## config.mk

```make
export PLATFORM = sky130hd
export DESIGN_NAME = wave_feature_ext_flat
export DESIGN_NICKNAME = d
export VERILOG_FILES = /design/src/rtl/wave_feature_ext_if.sv /design/src/rtl/wave_feature_ext.sv /design/src/flat_wrapper.sv
export SDC_FILE = /design/constraint.sdc
export NUM_CORES = 1
export LEC_CHECK = 0
export CELL_PAD_IN_SITES_DETAIL_PLACEMENT = 1
export CELL_PAD_IN_SITES_GLOBAL_PLACEMENT = 2
export CORE_MARGIN = 8
export CORE_UTILIZATION = 34
export CTS_BUF_LIST = sky130_fd_sc_hd__clkbuf_4 sky130_fd_sc_hd__clkbuf_8
export CTS_CLUSTER_SIZE = 14
export DETAILED_ROUTE_END_ITERATION = 6
export HOLD_SLACK_MARGIN = 0.03
export PLACE_DENSITY_LB_ADDON = 0.2
export SYNTH_ARGS = -nofsm -noshare
export SYNTH_HDL_FRONTEND = slang
export SYNTH_SLANG_ARGS = --single-unit
```

## constraint.sdc

```tcl
create_clock -name clk -period 6.45 [get_ports clk]
set_input_delay 1.935 -clock clk [delete_from_list [all_inputs] [get_ports clk]]
set_output_delay 1.935 -clock clk [all_outputs]
set_load 0.02 [all_outputs]
```

## src/rtl/wave_feature_ext_if.sv

```systemverilog
// Sample/result bundle for wave_feature_ext: the sampled waveform and gate flow in,
// the busy flag, the feat_valid strobe and the held result set flow out.
interface wave_feature_ext_if #(
    parameter int unsigned DW    = 8,
    parameter int unsigned CNT_W = 16
);
    logic                  gate;
    logic                  sample_valid;
    logic [DW-1:0]         sample;
    logic                  busy;
    logic                  feat_valid;
    logic [DW-1:0]         vmin;
    logic [DW-1:0]         vmax;
    logic [CNT_W-1:0]      n_samples;
    logic [CNT_W-1:0]      n_jump;
    logic [CNT_W-1:0]      n_flat;
    logic [CNT_W-1:0]      n_slope_chg;
    logic [DW+CNT_W-1:0]   vsum;

    modport master (
        output gate, sample_valid, sample,
        input  busy, feat_valid, vmin, vmax, n_samples, n_jump, n_flat, n_slope_chg, vsum
    );

    modport slave (
        input  gate, sample_valid, sample,
        output busy, feat_valid, vmin, vmax, n_samples, n_jump, n_flat, n_slope_chg, vsum
    );
endinterface

```

## src/rtl/wave_feature_ext.sv

```systemverilog
// Gated waveform feature extractor: min/max, sample/step/flat/slope-reversal counts per gate window.
// Define WFE_SUM_EN to build the saturating sample-sum accumulator; otherwise vsum reads 0.
module wave_feature_ext #(
    parameter int unsigned DW      = 8,
    parameter int unsigned CNT_W   = 16,
    parameter int unsigned JUMP_TH = 32,
    parameter int unsigned FLAT_TH = 1
) (
    input  logic              clk,
    input  logic              rst,
    wave_feature_ext_if.slave bus
);
    localparam int unsigned SW       = DW + CNT_W;
    localparam logic [DW:0] JUMP_LIM = (DW+1)'(JUMP_TH);
    localparam logic [DW:0] FLAT_LIM = (DW+1)'(FLAT_TH);

    typedef enum logic [1:0] {S_IDLE, S_ARM, S_RUN, S_DONE} state_e;

    state_e           state_q, state_d;
    logic             gate_dly_q;
    logic             rise, fall, clr, first_acc, run_acc, load_out;
    logic [DW:0]      delta, mag;
    logic             is_jump, is_flat;

    logic [DW-1:0]    min_q, min_d, max_q, max_d, prev_q, prev_d;
    logic [CNT_W-1:0] ns_q, ns_d, nj_q, nj_d, nf_q, nf_d, nc_q, nc_d;
    logic             sgn_vld_q, sgn_vld_d, sgn_q, sgn_d;
    logic [DW-1:0]    omin_q, omin_d, omax_q, omax_d;
    logic [CNT_W-1:0] ons_q, ons_d, onj_q, onj_d, onf_q, onf_d, onc_q, onc_d;
    logic             fv_q;

    function automatic logic [CNT_W-1:0] sat_inc(input logic [CNT_W-1:0] v);
        return (&v) ? v : v + 1'b1;
    endfunction

    assign rise      = bus.gate & ~gate_dly_q;
    assign fall      = ~bus.gate & gate_dly_q;
    assign first_acc = (state_q == S_ARM) & ~fall & bus.sample_valid;
    assign run_acc   = (state_q == S_RUN) & ~fall & bus.sample_valid;
    assign clr       = rise & ((state_q == S_IDLE) | (state_q == S_DONE));
    assign load_out  = (state_q == S_DONE);

    // Delta is formed in DW+1 bits so its MSB is the sign; magnitude is the two's-complement abs.
    assign delta   = {1'b0, bus.sample} - {1'b0, prev_q};
    assign mag     = delta[DW] ? (~delta + 1'b1) : delta;
    assign is_jump = (mag >= JUMP_LIM);
    assign is_flat = (mag <= FLAT_LIM);

    always_comb begin
        state_d = state_q;
        case (state_q)
            S_IDLE:  if (rise) state_d = S_ARM;
            S_ARM: begin
                if (fall)                  state_d = S_DONE;
                else if (bus.sample_valid) state_d = S_RUN;
            end
            S_RUN:   if (fall) state_d = S_DONE;
            S_DONE:  state_d = rise ? S_ARM : S_IDLE;
            default: state_d = S_IDLE;
        endcase
    end

    always_comb begin
        min_d     = min_q;
        max_d     = max_q;
        prev_d    = prev_q;
        ns_d      = ns_q;
        nj_d      = nj_q;
        nf_d      = nf_q;
        nc_d      = nc_q;
        sgn_vld_d = sgn_vld_q;
        sgn_d     = sgn_q;
        omin_d    = omin_q;
        omax_d    = omax_q;
        ons_d     = ons_q;
        onj_d     = onj_q;
        onf_d     = onf_q;
        onc_d     = onc_q;
        if (clr) begin
            min_d     = '0;
            max_d     = '0;
            prev_d    = '0;
            ns_d      = '0;
            nj_d      = '0;
            nf_d      = '0;
            nc_d      = '0;
            sgn_vld_d = 1'b0;
            sgn_d     = 1'b0;
        end else if (first_acc) begin
            min_d  = bus.sample;
            max_d  = bus.sample;
            prev_d = bus.sample;
            ns_d   = CNT_W'(1);
        end else if (run_acc) begin
            if (bus.sample < min_q) min_d = bus.sample;
            if (bus.sample > max_q) max_d = bus.sample;
            prev_d = bus.sample;
            ns_d   = sat_inc(ns_q);
            if (is_jump) nj_d = sat_inc(nj_q);
            // Flat deltas leave the remembered slope direction untouched.
            if (is_flat) begin
                nf_d = sat_inc(nf_q);
            end else begin
                if (sgn_vld_q && (delta[DW] != sgn_q)) nc_d = sat_inc(nc_q);
                sgn_d     = delta[DW];
                sgn_vld_d = 1'b1;
            end
        end
        if (load_out) begin
            omin_d = min_q;
            omax_d = max_q;
            ons_d  = ns_q;
            onj_d  = nj_q;
            onf_d  = nf_q;
            onc_d  = nc_q;
        end
    end

    always_ff @(posedge clk or posedge rst) begin
        if (rst) begin
            state_q    <= S_IDLE;
            gate_dly_q <= 1'b0;
            min_q      <= '0;
            max_q      <= '0;
            prev_q     <= '0;
            ns_q       <= '0;
            nj_q       <= '0;
            nf_q       <= '0;
            nc_q       <= '0;
            sgn_vld_q  <= 1'b0;
            sgn_q      <= 1'b0;
            omin_q     <= '0;
            omax_q     <= '0;
            ons_q      <= '0;
            onj_q      <= '0;
            onf_q      <= '0;
            onc_q      <= '0;
            fv_q       <= 1'b0;
        end else begin
            state_q    <= state_d;
            gate_dly_q <= bus.gate;
            min_q      <= min_d;
            max_q      <= max_d;
            prev_q     <= prev_d;
            ns_q       <= ns_d;
            nj_q       <= nj_d;
            nf_q       <= nf_d;
            nc_q       <= nc_d;
            sgn_vld_q  <= sgn_vld_d;
            sgn_q      <= sgn_d;
            omin_q     <= omin_d;
            omax_q     <= omax_d;
            ons_q      <= ons_d;
            onj_q      <= onj_d;
            onf_q      <= onf_d;
            onc_q      <= onc_d;
            fv_q       <= load_out;
        end
    end

`ifdef WFE_SUM_EN
    logic [SW-1:0] sum_q, sum_d, osum_q, osum_d;
    logic [SW:0]   sum_add;

    assign sum_add = {1'b0, sum_q} + (SW+1)'(bus.sample);

    always_comb begin
        sum_d  = sum_q;
        osum_d = osum_q;
        if (clr)            sum_d = '0;
        else if (first_acc) sum_d = SW'(bus.sample);
        else if (run_acc)   sum_d = sum_add[SW] ? '1 : sum_add[SW-1:0];
        if (load_out)       osum_d = sum_q;
    end

    always_ff @(posedge clk or posedge rst) begin
        if (rst) begin
            sum_q  <= '0;
            osum_q <= '0;
        end else begin
            sum_q  <= sum_d;
            osum_q <= osum_d;
        end
    end

    assign bus.vsum = osum_q;
`else
    assign bus.vsum = '0;
`endif

    assign bus.busy        = (state_q == S_ARM) | (state_q == S_RUN);
    assign bus.feat_valid  = fv_q;
    assign bus.vmin        = omin_q;
    assign bus.vmax        = omax_q;
    assign bus.n_samples   = ons_q;
    assign bus.n_jump      = onj_q;
    assign bus.n_flat      = onf_q;
    assign bus.n_slope_chg = onc_q;
endmodule

```

## src/flat_wrapper.sv

```systemverilog
// flat-port wrapper written by rule: the top's interface ports become plain ports
module wave_feature_ext_flat 
#(
    parameter int unsigned DW      = 8,
    parameter int unsigned CNT_W   = 16,
    parameter int unsigned JUMP_TH = 32,
    parameter int unsigned FLAT_TH = 1
)
  (clk, rst, bus_gate, bus_sample_valid, bus_sample, bus_busy, bus_feat_valid, bus_vmin, bus_vmax, bus_n_samples, bus_n_jump, bus_n_flat, bus_n_slope_chg, bus_vsum);
  wave_feature_ext_if #(.DW(DW), .CNT_W(CNT_W)) bus_i ();
  input  logic clk;
  input  logic rst;
  input wire logic [$bits(bus_i.gate)-1:0] bus_gate;
  input wire logic [$bits(bus_i.sample_valid)-1:0] bus_sample_valid;
  input wire logic [$bits(bus_i.sample)-1:0] bus_sample;
  output wire logic [$bits(bus_i.busy)-1:0] bus_busy;
  output wire logic [$bits(bus_i.feat_valid)-1:0] bus_feat_valid;
  output wire logic [$bits(bus_i.vmin)-1:0] bus_vmin;
  output wire logic [$bits(bus_i.vmax)-1:0] bus_vmax;
  output wire logic [$bits(bus_i.n_samples)-1:0] bus_n_samples;
  output wire logic [$bits(bus_i.n_jump)-1:0] bus_n_jump;
  output wire logic [$bits(bus_i.n_flat)-1:0] bus_n_flat;
  output wire logic [$bits(bus_i.n_slope_chg)-1:0] bus_n_slope_chg;
  output wire logic [$bits(bus_i.vsum)-1:0] bus_vsum;
  assign bus_i.gate = bus_gate;
  assign bus_i.sample_valid = bus_sample_valid;
  assign bus_i.sample = bus_sample;
  assign bus_busy = bus_i.busy;
  assign bus_feat_valid = bus_i.feat_valid;
  assign bus_vmin = bus_i.vmin;
  assign bus_vmax = bus_i.vmax;
  assign bus_n_samples = bus_i.n_samples;
  assign bus_n_jump = bus_i.n_jump;
  assign bus_n_flat = bus_i.n_flat;
  assign bus_n_slope_chg = bus_i.n_slope_chg;
  assign bus_vsum = bus_i.vsum;
  wave_feature_ext #(.DW(DW), .CNT_W(CNT_W), .JUMP_TH(JUMP_TH), .FLAT_TH(FLAT_TH)) u_core (.clk(clk), .rst(rst), .bus(bus_i));
endmodule
```

; Yosys cells after proc, flatten, opt, wreduce, memory -nomap -nowiden
; Index checks and enable logic that the tools add are counted.
[word_totals]
ff_bits = 174
out_inout_bits = 106
elab_cells = 121
[classes]
add_sub_neg = 6
mux = 46
n_bitwise = 13
n_lt_le_gt_ge = 4
reduce_logical = 21
n_eq_ne = 13
[op_table]
columns = operator, n
row1 = $mux W16, 20
row2 = $mux W8, 11
row3 = $add A16 B1 Y16 const B, 4
row4 = $reduce_and A16 Y1, 4
row5 = $ne A2 B1 Y1 const B, 7
row6 = $add A9 B1 Y9 const B, 1
row7 = $ge A9 B6 Y1 const B, 1
row8 = $le A9 B1 Y1 const B, 1
row9 = $mux W1, 9
row10 = $mux W9, 1
row11 = $not A9 Y9, 1
row12 = $reduce_bool A3 Y1, 3
row13 = $sub A8 B8 Y9, 1
row14 = $gt A8 B8 Y1, 1
row15 = $lt A8 B8 Y1, 1
row16 = $mux W2, 4
row17 = $pmux W2 S4, 1
row18 = $reduce_and A4 Y1, 2
row19 = $reduce_bool A2 Y1, 4
row20 = $and A1 B1 Y1, 7
row21 = $reduce_and A2 Y1, 3
row22 = $reduce_and A3 Y1, 2
row23 = $reduce_and A5 Y1, 1
row24 = $eq A2 B2 Y1 const B, 2
row25 = other kinds (8), 11

; Depth between registers and ports, before layout
[logic_depth]
ltp_word = 9
depth_mapped = 17
ltp_nobuf = 14

; Worst setup path after synthesis
; Ideal clock, no wire load.
[synth_path]
path_type = in2reg
startpoint = in bus_sample[0]
endpoint = reg u_core.nf_q[3]
t_required_ns = 6.372
setup_ns = 0.078
t_arrival_ns = 4.949
stages = 15
n_path_buf = 2
path_slack_ns = 1.423
cell_sequence = inv_1 ha_1 inv_1 fa_1 a21o_1 a31o_1 a41o_1 nor3_2 a31oi_1 a21o_1 or4_1 buf_2 buf_6 or3_1 a21oi_1
[synth_via]
elab_chain_len = 7
[synth_rtl]
columns = element, line
row1 = "start, declared", flat_wrapper.sv:15  ; input wire logic [$bits(bus_i.sample)-1:0] bus_sample;
row2 = $sub A8 B8 Y9 (*), wave_feature_ext.sv:44  ; assign delta = {1'b0, bus.sample} - {1'b0, prev_q};
row3 = $not A9 Y9, wave_feature_ext.sv:45  ; assign mag = delta[DW] ? (~delta + 1'b1) : delta;
row4 = $add A9 B1 Y9, wave_feature_ext.sv:45
row5 = $mux W9 (*), wave_feature_ext.sv:45
row6 = $le A9 B1 Y1 (*), wave_feature_ext.sv:47  ; assign is_flat = (mag <= FLAT_LIM);
row7 = $reduce_bool A2 Y1 (no source line) (*), n/a
row8 = $reduce_and A4 Y1 (no source line) (*), n/a
row9 = "end signal, assigned", wave_feature_ext.sv:147  ; nf_q <= nf_d;
row10 = "end, declared", wave_feature_ext.sv:26  ; logic [CNT_W-1:0] ns_q, ns_d, nj_q, nj_d, nf_q, nf_d, nc_q, nc_d;
; Every way passes the cells marked *; elsewhere a longest branch is shown, timed or not.
; A chain may end at the register's enable or synchronous reset.

; Worst setup path after layout
[layout_path]
startpoint = in bus_sample[0]
endpoint = reg u_core.nf_q[15]
; The elaborated chain is that of the path after synthesis.

==> PnR_summary.wiki <==
{| class="wikitable"
! Metric !! Value
|-
| TritonCTS clock tree || built
|-
| Fraction of registers with async set or reset after synthesis || 100%
|-
| Violation count after the first detailed-routing iteration || ~230
|-
| Max Clock Skew || ~18 ps
|-
| Ranking of synthesized cells by area || dfrtp_1, mux2_2, ha_1
|-
| Yosys warns || 0
|-
| Die outline width || 176 um
|-
| Post-route worst setup slack || around 860 ps
|-
| Worst-path fanout max || 27
|-
| Worst reg2reg path depth || 13
|-
| Sequence of cells on the critical path || clkdlybuf4s50_1, inv_1, ha_1, inv_1, fa_1, xnor2_1, nand3_1, nor3_1, a41o_1, a21oi_1, buf_4, or4_1, buf_4, or4_1, a21oi_1
|-
| Headroom to the max-slew limit || between 20% and 30%
|-
| Cell area after synthesis || approximately 8700 um^2
|-
| Worst hold slack after final layout || a little over 500 ps
|-
| Clock latency at the later pin of the worst-skew pair || roughly 460 ps
|-
| Startpoint types || input pin
|-
| # Max-Cap Violations || 0
|-
| Register-to-register path setup slack || 2510 ps
|-
| Number of fill cells in the layout || 2775
|-
| Relative area change from synthesis to final layout || 18.7%
|-
| Most common library cells after synthesis || dfrtp_1, mux2_2, a21oi_1
|-
| Setup repair after global routing missed its margin || no
|-
| Area share of the largest cell type after synthesis || around half
|-
| Number of buffers between clock root and the deepest sink || 2
|-
| Type of destination of the critical path || flip-flop
|-
| Arr. time, crit path || between 5000 and 6000 ps
|-
| Pins over their slew limit || 0
|-
| Boundary pin count || around 120
|-
| Routed wire per std cell || around 17 um
|-
| Total setup violations reported at the end of the flow || 0
|-
| Count of standard-cell rows || 58
|-
| Total negative slack for setup checks || 0 ps
|-
| Critical-path cell with the highest stage delay || or4_1
|-
| First-pass GRT wire length || 35.8 mm
|-
| Die height || 176 um
|-
| Number of storage elements in the synthesis netlist || approximately 170
|-
| Port buffer count || between 90 and 100
|-
| R2R Path Start || u_core.prev_q[0]
|-
| Fraction of final layout cells with drive strength greater than 1 || between 10% and 20%
|-
| Largest stage delay on the critical path || around 530 ps
|-
| Number of buffers added by the clock tree synthesis step || 17
|-
| Worst hold path stage count || 1
|-
| Core ar. || around 25000 um^2
|-
| Nets || between 900 and 1000
|-
| CTS Hold Buffers Added || 0
|-
| Power per Cell Area || about 360 nW/um^2
|-
| Post-detail-place hpwl || about 15 mm
|-
| Timing-limited maximum frequency || between 150 and 200 MHz
|-
| Largest net degree at the start of global routing || approximately 180
|-
| Antenna violations before repair || 0
|-
| Via density per instance || 5.10
|-
| Placement-stage worst setup slack || ~300 ps
|-
| Sequential element share of the synthesized area || 49.9%
|-
| Setup CP Type || in2reg
|-
| Gp weighted congestion || 0.733
|-
| Buffers plus inverters on the worst setup path || 5
|-
| Count leader, synth || dfrtp_1
|-
| Total GRT Usage || about 14%
|-
| Post-layout min period || ~5600 ps
|-
| Pleak || 0.00459 uW
|-
| Layout Utilization || about two fifths
|-
| Hold-critical path endpoint || u_core.bus.vmin[0]
|-
| Number of DRC violations after detailed routing || 0
|-
| CP required || a little under 7000 ps
|-
| Via count of the first global-routing pass || between 6000 and 7000
|-
| Cell family with most CP delay || simple AND/OR/NAND/NOR gates
|-
| Number of levels in the clock H-tree || 4
|-
| Slew at the pin closest to its max-slew limit || approximately 1200 ps
|-
| Post-cts resize count || 0
|-
| Length of the first detailed-routing pass in iterations || 4
|-
| Number of vias after detailed routing || around 6300
|-
| Overflow after GRT || 0
|-
| Clock tree root driver cell || clkbuf_8
|-
| Instance area after placement || around 10000 um^2
|-
| Cell type with the highest aggregate area in the netlist || dfrtp_1
|-
| Starting Density || 34.6%
|-
| Count of different cell masters after synthesis || 51
|-
| Final clock period utilization by the worst path || 86.7%
|-
| Cells after synthesis || between 700 and 800
|-
| Overall die area || between 30000 and 40000 um^2
|-
| Worst min-delay path startpoint || u_core.bus.vmin[0]
|-
| Total non-filler cell area in the finished layout || ~10000 um^2
|-
| Clock sink total || approximately 170
|-
| Clock-pin slew on the worst setup and hold paths || about 90 ps
|-
| Leading register cell type out of synthesis || dfrtp_1
|-
| Number of flops mapped to enable cells by yosys || 0
|-
| Total routed wirelength || approximately 21 mm
|-
| Number of antenna-violating nets in the routed design || 0
|-
| Avg Cell Area, Syn || between 10 and 15 um^2
|-
| Post-CTS setup-driven buffer insertion count || 0
|-
| Path category of the worst min-delay check || reg2reg
|-
| Fin. Hold Viols || 0
|-
| Endpoint of the worst register-to-register path || u_core.nf_q[15]
|-
| Result of the run || finished clean
|-
| Peak ir drop on the vdd network || between 150 and 200 uV
|-
| Total inserted antenna cells || 0
|}
[worst max path at each step]
| stage | startpoint | end | slack (ps) | depth (start not counted) |
|---|---|---|---|---|
| after floorplan | bus_sample[0] | u_core.nf_q[3] | 1420 | 15 |
| after global routing | bus_sample[0] | u_core.nf_q[7] | 640 | 15 |
| after CTS | bus_sample[0] | u_core.nc_q[9] | 790 | 13 |
| final | bus_sample[0] | u_core.nf_q[15] | 860 | 15 |
| after global placement | bus_sample[0] | u_core.nc_q[9] | 640 | 14 |
| after detailed placement | bus_sample[0] | u_core.nc_q[9] | 300 | 13 |
[report_power, final]
part | total (uW) | leakage (uW) | switching (uW) | internal [uW]
logic | 1630 | 0.00208 | 914 | 721
clock network | 735 | 0.000180 | 425 | 310
registers | 1390 | 0.00234 | 124 | 1270
[cells by family after synthesis]
family,Yosys count,synth area share [%]
adders and majority gates,35,5.11
DFF,174,49.9
muxes,109,14.0
and+or+nand+nor,212,12.7
xor gates and xnor gates,24,2.41
AOI/OAI and AO/OA,148,10.8
buffers and inverters,88,4.98
other,1,0.0430
[state kept, by name (all words and copies together) (netlist names)]
register                flops
u_core.bus.feat_valid       1
u_core.bus.n_flat          16
u_core.bus.n_jump          16
u_core.bus.n_samples       16
u_core.bus.n_slope_chg     16
u_core.bus.vmax             8
u_core.bus.vmin             8
u_core.gate_dly_q           1
u_core.max_q                8
u_core.min_q                8
u_core.nc_q                16
u_core.nf_q                16
u_core.nj_q                16
u_core.ns_q                16
u_core.prev_q               8
u_core.sgn_q                1
u_core.sgn_vld_q            1
u_core.state_q              2
[area by class of cell]
type / count / area, um^2 / share of cell area, %
Sequential cell: 174 / 4350 / 42.1
Multi-Input combinational cell: 552 / 4060 / 39.2
Timing Repair Buffer: 104 / 1030 / 9.91
Tap cell: 330 / 413 / 3.99
Clock buffer: 18 / 241 / 2.33
Inverter: 39 / 150 / 1.45
Clock inverter: 12 / 113 / 1.09
[routing by layer]
layer | GRT usage (%) | part of all wire, %
met1 | 17.7 | 46
met3 | 2.95 | 3.6
met5 | 0 | 0
met4 | 4.17 | 1.3
met2 | 23.7 | 49
[per-stage QoR]
stage,total power (uW),std cells
2_1_floorplan,2540,814
3_3_place_gp,3000,1199
3_5_place_dp,3070,1199
4_1_cts,3820,1229
5_1_grt,4040,1229
6_report,3760,1229
[cell usage in the layout, fill, tap and decap left out, types with 9 or more instances in the layout]
| master | instances |
|---|---|
| mux2_2 | 106 |
| nand2_1 | 37 |
| o21ai_0 | 35 |
| o31ai_1 | 15 |
| ha_1 | 33 |
| xnor2_1 | 9 |
| clkdlybuf4s50_1 | 93 |
| or4_1 | 17 |
| buf_4 | 10 |
| a21oi_1 | 48 |
| and3_1 | 11 |
| xor2_1 | 15 |
| nor2_1 | 43 |
| or3_1 | 18 |
| a21o_1 | 11 |
| inv_1 | 38 |
| conb_1 | 24 |
| clkbuf_8 | 17 |
| nand3_1 | 30 |
| and2_1 | 13 |
| o211ai_1 | 9 |
| nor3_1 | 13 |
| dfrtp_1 | 174 |
(Power assumes the default switching activity.)
